## src/rtl/mvm_pkg.sv

```systemverilog
// +----------------------------------------------------------------------------+
// | Module      : mvm_pkg                                                      |
// | Description : Widths, FSM state type and clamp helper for da_mvm_serial.   |
// | Revision    : 1.0 - initial release                                        |
// +----------------------------------------------------------------------------+
`default_nettype none

package mvm_pkg;

  // Width helpers let every instance derive its own widths from N and S.
  function automatic int bs_width(input int n, input int s);
    return n + $clog2(s);
  endfunction

  function automatic int acc_width(input int n, input int s);
    return 2 * n + $clog2(s);
  endfunction

  localparam int BS_W  = bs_width(8, 8);
  localparam int ACC_W = acc_width(8, 8);

  typedef enum logic [1:0] {
    IDLE    = 2'd0,
    COMPUTE = 2'd1,
    DONE    = 2'd2
  } state_t;

  // Clamps to 2^out_w-1; accumulators are carried zero-extended to 64 bits.
  function automatic logic [63:0] sat_clamp(input logic [63:0] acc, input int out_w);
    if (out_w >= 64) return acc;
    if ((acc >> out_w) != 64'd0) return (64'd1 << out_w) - 64'd1;
    return acc;
  endfunction

endpackage

`default_nettype wire

```

## src/rtl/da_row_engine.sv

```systemverilog
// +----------------------------------------------------------------------------+
// | Module      : da_row_engine                                                |
// | Description : One matrix row: pair LUTs, bit-plane adder tree, accumulator.|
// | Revision    : 1.0 - initial release                                        |
// +----------------------------------------------------------------------------+
`default_nettype none

module da_row_engine
  import mvm_pkg::*;
#(
  parameter int N = 8,
  parameter int S = 8
) (
  input  logic                          CLOCK_50,
  input  logic                          reset_n,
  input  logic                          clear,
  input  logic                          enable,
  input  logic [$clog2(N)-1:0]          bit_idx,
  input  logic [S*N-1:0]                u_vec,
  input  logic [S-1:0]                  w_bits,
  output logic [acc_width(N, S)-1:0]    acc_nxt
);

  localparam int c_bs_w  = bs_width(N, S);
  localparam int c_acc_w = acc_width(N, S);

  logic [c_acc_w-1:0] r_acc;
  logic [c_bs_w-1:0]  w_bit_sum;
  logic [N:0]         w_pair;

  always_comb begin
    w_bit_sum = '0;
    w_pair    = '0;
    for (int p = 0; p < S / 2; p++) begin
      case ({w_bits[2*p+1], w_bits[2*p]})
        2'b01:   w_pair = {1'b0, u_vec[2*p*N +: N]};
        2'b10:   w_pair = {1'b0, u_vec[(2*p+1)*N +: N]};
        2'b11:   w_pair = {1'b0, u_vec[2*p*N +: N]} + {1'b0, u_vec[(2*p+1)*N +: N]};
        default: w_pair = '0;
      endcase
      w_bit_sum = w_bit_sum + c_bs_w'(w_pair);
    end
  end

  assign acc_nxt = r_acc + (c_acc_w'(w_bit_sum) << bit_idx);

  always_ff @(posedge CLOCK_50 or negedge reset_n) begin
    if (!reset_n) begin
      r_acc <= '0;
    end else if (clear) begin
      r_acc <= '0;
    end else if (enable) begin
      r_acc <= acc_nxt;
    end
  end

endmodule

`default_nettype wire

```

## src/rtl/da_mvm_serial.sv

```systemverilog
// +----------------------------------------------------------------------------+
// | Module      : da_mvm_serial                                                |
// | Description : Bit-serial distributed-arithmetic R x S matrix-vector mult.  |
// | Revision    : 1.0 - initial release                                        |
// +----------------------------------------------------------------------------+
`default_nettype none

module da_mvm_serial
  import mvm_pkg::*;
#(
  parameter int N     = 8,
  parameter int S     = 8,
  parameter int R     = 4,
  parameter int OUT_W = 8
) (
  input  logic                 CLOCK_50,
  input  logic                 reset_n,
  input  logic                 in_valid,
  output logic                 in_ready,
  input  logic [S*N-1:0]       u,
  input  logic [R*S*N-1:0]     w,
  output logic                 out_valid,
  input  logic                 out_ready,
  output logic [R*OUT_W-1:0]   v,
  output logic [R-1:0]         sat
);

  localparam int c_acc_w = acc_width(N, S);
  localparam int c_cnt_w = $clog2(N);

  state_t               r_state;
  state_t               w_state_nxt;
  logic [c_cnt_w-1:0]   r_b;
  logic [S*N-1:0]       r_u;
  logic [R*S*N-1:0]     r_w;
  logic [R*OUT_W-1:0]   r_v;
  logic [R-1:0]         r_sat;
  logic [R*OUT_W-1:0]   w_v_nxt;
  logic [R-1:0]         w_sat_nxt;
  logic                 w_accept;
  logic                 w_compute;
  logic                 w_last;

  assign w_compute = (r_state == COMPUTE);
  assign w_last    = w_compute && (r_b == c_cnt_w'(N - 1));

  always_comb begin
    w_state_nxt = r_state;
    w_accept    = 1'b0;
    case (r_state)
      IDLE: begin
        if (in_valid) begin
          w_accept    = 1'b1;
          w_state_nxt = COMPUTE;
        end
      end
      COMPUTE: if (w_last) w_state_nxt = DONE;
      DONE:    if (out_ready) w_state_nxt = IDLE;
      default: w_state_nxt = IDLE;
    endcase
  end

  always_ff @(posedge CLOCK_50 or negedge reset_n) begin
    if (!reset_n) begin
      r_state <= IDLE;
      r_b     <= '0;
      r_u     <= '0;
      r_w     <= '0;
      r_v     <= '0;
      r_sat   <= '0;
    end else begin
      r_state <= w_state_nxt;
      if (w_accept) begin
        r_u <= u;
        r_w <= w;
        r_b <= '0;
      end else if (w_last) begin
        r_b <= '0;
      end else if (w_compute) begin
        r_b <= r_b + 1'b1;
      end
      // Results take the accumulator value including this cycle's final bit-plane.
      if (w_last) begin
        r_v   <= w_v_nxt;
        r_sat <= w_sat_nxt;
      end
    end
  end

  for (genvar r = 0; r < R; r++) begin : g_row
    logic [S-1:0]       w_plane;
    logic [c_acc_w-1:0] w_acc_nxt;

    always_comb begin
      w_plane = '0;
      for (int j = 0; j < S; j++) begin
        w_plane[j] = r_w[(r*S+j)*N + int'(r_b)];
      end
    end

    da_row_engine #(.N(N), .S(S)) u_engine (
      .CLOCK_50 (CLOCK_50),
      .reset_n  (reset_n),
      .clear    (w_accept),
      .enable   (w_compute),
      .bit_idx  (r_b),
      .u_vec    (r_u),
      .w_bits   (w_plane),
      .acc_nxt  (w_acc_nxt)
    );

    assign w_v_nxt[r*OUT_W +: OUT_W] = OUT_W'(sat_clamp(64'(w_acc_nxt), OUT_W));

    if (OUT_W >= c_acc_w) begin : g_nosat
      assign w_sat_nxt[r] = 1'b0;
    end else begin : g_sat
      assign w_sat_nxt[r] = |w_acc_nxt[c_acc_w-1:OUT_W];
    end
  end

  assign in_ready  = (r_state == IDLE);
  assign out_valid = (r_state == DONE);
  assign v         = r_v;
  assign sat       = r_sat;

endmodule

`default_nettype wire

```

## config.mk

```make
export PLATFORM = sky130hd
export DESIGN_NAME = da_mvm_serial
export DESIGN_NICKNAME = d
export VERILOG_FILES = /design/src/rtl/mvm_pkg.sv /design/src/rtl/da_row_engine.sv /design/src/rtl/da_mvm_serial.sv
export SDC_FILE = /design/constraint.sdc
export NUM_CORES = 2
export LEC_CHECK = 0
export ABC_AREA = 1
export CAP_MARGIN = 30
export CORE_ASPECT_RATIO = 1.75
export CORE_MARGIN = 10
export CORE_UTILIZATION = 50
export CTS_CLUSTER_SIZE = 8
export DETAILED_ROUTE_END_ITERATION = 8
export DONT_BUFFER_PORTS = 1
export PLACE_DENSITY = 0.68
export RECOVER_POWER = 25
export SLEW_MARGIN = 20
export SYNTH_ARGS = -nofsm -noshare
export SYNTH_HDL_FRONTEND = slang
export SYNTH_HIERARCHICAL = 1
export SYNTH_SLANG_ARGS = --single-unit
```

## constraint.sdc

```tcl
create_clock -name CLOCK_50 -period 7.04 [get_ports CLOCK_50]
set_clock_uncertainty 0.15 [all_clocks]
set_input_delay 0.704 -clock CLOCK_50 [delete_from_list [all_inputs] [get_ports CLOCK_50]]
set_output_delay 0.704 -clock CLOCK_50 [all_outputs]
set_load 0.005 [all_outputs]
```

# Word level (Yosys, flattened, before mapping)
# Cells that the tools add are included.
[totals] register_bits=437 in_bits=324 wordCells=305 output_inout_bits=38
[classes] n_addsub=52 muxes=140 n_shift=4 n_reduce_logical=13 eq_ne=54 order_cmp=32
[ops] operator="9-bit case mux with 3 select lines" n=16
[ops] operator="64-bit nonzero test" n=4
[ops] operator="1-bit binary-select mux with 8-bit select" n=31
[ops] operator="19-bit two-way mux" n=8
[ops] operator="8-bit by 3-bit adder with 9-bit output (first input constant)" n=16
[ops] operator="9-bit less-than comparator (second input constant)" n=16
[ops] operator="11-bit by 9-bit adder with 11-bit output" n=8
[ops] operator="19-bit adder" n=4
[ops] operator="11-bit by 3-bit << shifter with 19-bit output" n=4
[ops] operator="8-bit by 9-bit less-than comparator with 1-bit output (second input constant)" n=8
[ops] operator="1-bit two-way mux" n=69
[ops] operator="2-bit == test (second input constant)" n=33
[ops] operator="7-bit by 3-bit adder with 8-bit output (first input constant)" n=8
[ops] operator="8-bit two-way mux" n=8
[ops] operator="11-bit OR reduction" n=4
[ops] operator="9-bit by 9-bit adder with 10-bit output" n=4
[ops] operator="8-bit by 8-bit adder with 9-bit output" n=4
[ops] operator="7-bit by 9-bit less-than comparator with 1-bit output (second input constant)" n=4
[ops] operator="2-bit by 1-bit == test with 1-bit output (second input constant)" n=17
[ops] operator="6-bit by 3-bit adder with 7-bit output (first input constant)" n=4
[ops] operator="6-bit by 9-bit less-than comparator with 1-bit output (second input constant)" n=2
[ops] operator="5-bit by 3-bit adder with 6-bit output (first input constant)" n=2
[ops] operator="3-bit by 9-bit less-than comparator with 1-bit output (second input constant)" n=1
[ops] operator="5-bit by 9-bit less-than comparator with 1-bit output (second input constant)" n=1
[ops] operator="14 further kinds" n=19

# Logic depth before layout (Yosys ltp)
[depth] ltp_word=14 mapped_depth=45 depth_no_buf=42

# Modules after synthesis
# The synthesis kept the hierarchy.
[modules_own_cells] module="da_mvm_serial" seq_area_each_um2=9033.7 instances=1 area_each_um2=17136.4 cells_per_inst=2365
[modules_own_cells] module="da_row_engine at g_row[3].u_engine" seq_area_each_um2=475.5 instances=1 area_each_um2=4987.3 cells_per_inst=821
[modules_own_cells] module="da_row_engine at g_row[0].u_engine" seq_area_each_um2=475.5 instances=1 area_each_um2=4979.8 cells_per_inst=827
[modules_own_cells] module="da_row_engine at g_row[1].u_engine" seq_area_each_um2=475.5 instances=1 area_each_um2=4976.0 cells_per_inst=816
[modules_own_cells] module="da_row_engine at g_row[2].u_engine" seq_area_each_um2=475.5 instances=1 area_each_um2=4973.5 cells_per_inst=818

# Least setup slack after synthesis
# OpenSTA, ideal clock, no wires.
[synth_path] kind="register to register" startpoint="register r_b[0]" endpoint="register r_v[24], in the netlist v[24]" path_slack_ns=0.500 arrival_ns=6.277 stages_incl_launch_ff=40 synth_period_minus_slack_ns=6.540 setup_ns=0.113 required_time_ns=6.777 path_buffers=3 cell_sequence="dfrtp_1 > buf_2 > buf_2 > buf_2 > nor2_1 > nor2_1 > nand2_1 > nand2_1 > nand2_1 > nand2_1 > inv_1 > nor2_1 > a21oi_1 > fa_1 > inv_1 > fa_1 > ha_1 > inv_1 > (+4 left out) > xor2_1 > nand2_1 > nand3_1 > nand3_1 > o21ai_0 > ha_1 > a21oi_1 > o21a_1 > nand2_4 > nand2_1 > nand3_1 > and2_1 > nor2_1 > nand2_1 > nor2_1 > nand3_1 > nand2_1 > inv_1"
[synth_via] elab_chain_cells=14 elab_cells_between_ends=58 cone_classes="add/sub: 12; eq/ne: 13; shift: 1; mux: 30; reduce/logical: 2"
[synth_rtl] element="from (decl)" line="da_mvm_serial.sv:33" rtl="logic [c_cnt_w-1:0] r_b;"
[synth_rtl] element="from (signal assigned)" line="da_mvm_serial.sv:80" rtl="r_b <= r_b + 1'b1;"
[synth_rtl] element="8-bit by 3-bit adder with 9-bit output (*)" line="da_mvm_serial.sv:97" rtl="w_plane[j] = r_w[(r*S+j)*N + int'(r_b)];"
[synth_rtl] element="1-bit binary-select mux with 8-bit select (*)" line="da_mvm_serial.sv:97"
[synth_rtl] element="1-bit two-way mux (not written as such) (*) (2 in series)" line="da_mvm_serial.sv:97"
[synth_rtl] element="net g_row[3].w_plane[1]" line="da_mvm_serial.sv:91" rtl="logic [S-1:0] w_plane;"
[synth_rtl] element="2-bit == test or 2-bit by 1-bit == test with 1-bit output (tied branches)" line="da_row_engine.sv:35" rtl="case ({w_bits[2*p+1], w_bits[2*p]})"
[synth_rtl] element="9-bit case mux with 3 select lines (*)" line="da_row_engine.sv:35"
[synth_rtl] element="9-bit by 9-bit adder with 10-bit output (*)" line="da_row_engine.sv:41" rtl="w_bit_sum = w_bit_sum + c_bs_w'(w_pair);"
[synth_rtl] element="11-bit by 9-bit adder with 11-bit output (*) (2 in series)" line="da_row_engine.sv:41"
[synth_rtl] element="11-bit by 3-bit << shifter with 19-bit output (*)" line="da_row_engine.sv:45" rtl="assign acc_nxt = r_acc + (c_acc_w'(w_bit_sum) << bit_idx);"
[synth_rtl] element="19-bit adder (*)" line="da_row_engine.sv:45"
[synth_rtl] element="net g_row[3].w_acc_nxt[17]" line="da_mvm_serial.sv:92" rtl="logic [c_acc_w-1:0] w_acc_nxt;"
[synth_rtl] element="64-bit nonzero test (*)" line="mvm_pkg.sv:31" rtl="if ((acc >> out_w) != 64'd0) return (64'd1 << out_w) - 64'd1;"
[synth_rtl] element="1-bit two-way mux (*)" line="mvm_pkg.sv:31"
[synth_rtl] element="8-bit two-way mux (*)" line="mvm_pkg.sv:32" rtl="return acc;"
[synth_rtl] element="to (signal assigned)" line="da_mvm_serial.sv:84" rtl="r_v <= w_v_nxt;"
[synth_rtl] element="to (decl)" line="da_mvm_serial.sv:36" rtl="logic [R*OUT_W-1:0] r_v;"
# Mark *: on every way through the listed nets, which the timed path passes. The rest lies on a longest branch. The select of a mux whose other input is x is not followed.
# A chain may end at the register's enable or synchronous reset.

# Final worst setup path
[layout_path] startpoint="register r_b[1]" endpoint="register r_v[21], in the netlist v[21]"
[layout_via] elab_chain_cells=14 elab_cells_between_ends=58 cone_classes="add/sub: 12; eq/ne: 13; shift: 1; mux: 30; reduce/logical: 2"
[layout_rtl] element="8-bit by 3-bit adder with 9-bit output (*)" line="da_mvm_serial.sv:97"
[layout_rtl] element="1-bit binary-select mux with 8-bit select (*)" line="da_mvm_serial.sv:97"
[layout_rtl] element="1-bit two-way mux (not written as such) (*) (2 in series)" line="da_mvm_serial.sv:97"
[layout_rtl] element="net g_row[2].w_plane[0]" line="da_mvm_serial.sv:91"
[layout_rtl] element="2-bit == test or 2-bit by 1-bit == test with 1-bit output (tied branches)" line="da_row_engine.sv:35"
[layout_rtl] element="9-bit case mux with 3 select lines (*)" line="da_row_engine.sv:35"
[layout_rtl] element="9-bit by 9-bit adder with 10-bit output (*)" line="da_row_engine.sv:41"
[layout_rtl] element="11-bit by 9-bit adder with 11-bit output (*) (2 in series)" line="da_row_engine.sv:41"
[layout_rtl] element="11-bit by 3-bit << shifter with 19-bit output (*)" line="da_row_engine.sv:45"
[layout_rtl] element="19-bit adder (*)" line="da_row_engine.sv:45"
[layout_rtl] element="net g_row[2].w_acc_nxt[17]" line="da_mvm_serial.sv:92"
[layout_rtl] element="64-bit nonzero test (*)" line="mvm_pkg.sv:31"
[layout_rtl] element="1-bit two-way mux (*)" line="mvm_pkg.sv:31"
[layout_rtl] element="8-bit two-way mux (*)" line="mvm_pkg.sv:32"
# Marked as above.

==> flow_summary.json <==
{
  "outcome": "finished with violations",
  "violations": "negative hold slack",
  "grt_use_total": 0.2865,
  "antenna_cells": 0,
  "antenna_left": 0,
  "ctsHtreeMaxLevel": 2,
  "synth.distinct_cells": 46,
  "post-route-drc-count": 0,
  "cts_tree": "built",
  "slowest_stage": "dfrtp_4",
  "fin_crit_sh": 0.9486,
  "clk_pin_slew_ns": 0.06,
  "viasPerCell": 5.452,
  "timing.max_cap.violations": 0,
  "async_flop_share": 1.000,
  "synth_compound_area_frac": 0.09482,
  "ys_seq_elements": 437,
  "path_class": "flop to flop",
  "synth_cells": 5647,
  "first_pass_iters": 6,
  "relSlewSlack": 0.03937,
  "synth_top_flop_cell": "dfrtp_1",
  "finalHoldViolations": 437,
  "yosys.area_share.simple": 0.3723,
  "holdWs_ns": -0.4053,
  "synth.cell_area_um2": 37050,
  "ios": 362,
  "fillers": 7279,
  "die_y_um": 380.1,
  "synthXorXnorAreaFrac": 0.01317,
  "routabilityCongestion": 1.051,
  "crit_top_cell": "nand2_1",
  "synth_mux_area_frac": 0,
  "fmax_mhz": 149.7,
  "hp-class": "primary input to asynchronous set/reset pin",
  "vias": 36640,
  "die_area_um2": 85820,
  "overflow": 0,
  "final.min_clock_period_ns": 6.678,
  "yosysWarningCount": 6,
  "clk_latency_ns": 0.66,
  "grt_setup_unrepaired": "yes",
  "cts_made_buffers": 61,
  "first_global_vias": 36330,
  "coreArea_um2": 73830,
  "start_kind": "flop",
  "setup_viol": 0,
  "tightest_slew_ns": 1.441,
  "seq_area_frac_synth": 0.2951,
  "nNetsFinal": 6432,
  "avgSynthCellArea_um2": 6.562,
  "cts_root_buffer": "clkbuf_16",
  "routedWlPerCell_um": 18.85,
  "synthToLayoutAreaGrowth_pct": 12.77,
  "cts.sinks": 437,
  "syn-num-nets": 6305,
  "slew_violations": 0,
  "dr.first_iter.drc_count": 2523,
  "grt_max_degree": 438,
  "cp.required_ns": 7.43,
  "worstPathArrival_ns": 7.07,
  "cp_max_fo": 13,
  "place_hpwl_um": 97170,
  "die_w_um": 225.8,
  "post-route-util": 0.5660,
  "clock_path_buffers": 3,
  "synth_top_family_by_area": "simple AND/OR/NAND/NOR gates",
  "synthAdderAreaFrac": 0.1314,
  "antenna_found_initial": 2,
  "initial_core_util": 0.5019,
  "port_buffers": 0,
  "row_count": 132,
  "wl_um": 126700,
  "synth_edf_count": 0,
  "layout-drive-gt1-share": 0.09133,
  "grt_pass1_wl_um": 194700,
  "max_stage_delay_ns": 0.55,
  "end_kind": "flop",
  "postCtsHoldBufs": 44
}
==> registers in the layout, summed over array words and instances, names as in the netlist <==
register              cells
v                        32
sat                       4
r_state                   2
g_row.u_engine/r_acc     76
r_b                       3
r_w                     256
r_u                      64
==> placed cells by master (no fill, tap or decap), types with 44 or more instances in the layout <==
| cell type | n |
|---|---|
| a21oi_1 | 213 |
| and2_1 | 45 |
| buf_4 | 164 |
| clkbuf_16 | 64 |
| dfrtp_1 | 425 |
| dlygate4sd3_1 | 44 |
| fa_1 | 90 |
| ha_1 | 206 |
| inv_1 | 678 |
| nand2_1 | 2151 |
| nand2_2 | 52 |
| nand3_1 | 456 |
| nand4_1 | 57 |
| nor2_1 | 432 |
| o21ai_0 | 148 |
| o21ai_1 | 120 |
| or2_2 | 46 |
==> per-stage QoR <==
stage	setup WS [ns]	cell area (um2)	TNS, ns	hold slack (ns)	cells
global placement	0.02452	38790	0	0.2833	6592
detailed placement	-0.04843	38790	-0.3044	0.2872	6592
global route	-0.07196	41790	-0.8809	-0.4231	6719
finish	0.3620	41790	0	-0.4053	6719
CTS	0.04286	40830	0	-0.4140	6706
floorplan	0.4997	37050	0	0.2584	5647
==> final timing paths <==
path	cells after the start	slack [ns]	start	to
max	42	0.36	r_b[1]	v[21]
min in group CLOCK_50	2	0.02	u[47]	r_u[47]
min	0	-0.41	reset_n	g_row[3].u_engine/r_acc[16]
max reg2reg	42	0.36	r_b[1]	v[21]
min reg2reg	2	0.33	r_w[176]	r_w[176]
max in group asynchronous	0	5.87	reset_n	r_u[8]
==> cells in the mapped netlist (3+ instances only) <==
cell | count | area (um2)
a31o_2 | 3 | 26.28
or2_2 | 46 | 287.8
clkbuf_1 | 40 | 150.1
nand2_2 | 12 | 75.07
o21a_1 | 5 | 37.54
xor2_1 | 37 | 324.1
inv_1 | 684 | 2567
a21oi_1 | 251 | 1256
dfrtp_1 | 437 | 10940
o21bai_1 | 22 | 165.2
nand3b_1 | 16 | 120.1
nand2_1 | 2196 | 8243
o211ai_1 | 12 | 90.09
nor2_2 | 5 | 31.28
o22ai_1 | 12 | 75.07
a21boi_0 | 9 | 67.56
inv_2 | 3 | 11.26
nand4_1 | 57 | 356.6
nor4_1 | 11 | 68.82
buf_6 | 4 | 45.04
a22o_1 | 42 | 367.9
or2_1 | 5 | 31.28
nand3_2 | 11 | 110.1
nor2_1 | 443 | 1663
and2_1 | 44 | 275.3
nand3_1 | 468 | 2342
ha_1 | 242 | 3028
buf_2 | 66 | 330.3
nand2_4 | 7 | 78.83
o21ai_1 | 113 | 565.5
o21ai_0 | 155 | 775.7
and2_0 | 4 | 25.02
buf_1 | 17 | 63.81
a221oi_1 | 5 | 43.79
nor3_1 | 13 | 65.06
buf_4 | 36 | 270.3
fa_1 | 92 | 1842
xor2_2 | 9 | 146.4
==> critical path, delay by kind of cell, from the launching register on <==
| family | cells | cell delay (ns) |
|---|---|---|
| and+or+nand+nor | 24 | 2.37 |
| AOI/OAI and AO/OA | 3 | 0.59 |
| adders and majority gates | 4 | 1.51 |
| buffers and inverters | 11 | 1.37 |
| DFF | 1 | 0.55 |
==> kinds of logic (layout without fill, tap and decap cells) <==
kind of cell / after synthesis / in the layout
and+or+nand+nor: 3340 / 3340
buffers and inverters: 853 / 987
AOI/OAI and AO/OA: 635 / 635
DFF: 437 / 437
adders and majority gates: 334 / 334
xor gates and xnor gates: 48 / 48
==> timing repair <==
| action | CTS | global route |
|---|---|---|
| hold endpoints to repair | 481 | 437 |
| gates resized for setup | 2 | 213 |
| cloned | 0 | 4 |
| setup buffers | 0 | 10 |
| setup endpoints to repair | 9 | 37 |
| pin swaps | 0 | 17 |
==> per-layer routing <==
metal | vias to the layer above | GRT usage | part of all wire
met4 | 4 | 0.1894 | 0.077
met5 | - | 0 | 0.00027
met3 | 392 | 0.04674 | 0.055
met1 | 16960 | 0.3147 | 0.38
met2 | 1191 | 0.4990 | 0.49
li1 | 18090 | - | -
==> area by class of cell <==
| type | count | area, um2 | share of cell area |
|---|---|---|---|
| clock buffer | 66 | 1555 | 0.03722 |
| clock inverter | 4 | 50.05 | 0.001198 |
| inverter | 689 | 2601 | 0.06225 |
| multi-input combinational | 4357 | 23430 | 0.5606 |
| sequential | 437 | 10960 | 0.2622 |
| tap | 938 | 1174 | 0.02809 |
| timing repair buffer | 228 | 2023 | 0.04842 |
Power is left out: the tool's default activity adds up to more than one toggle a clock period on the data nets, which glitch-free logic cannot reach.
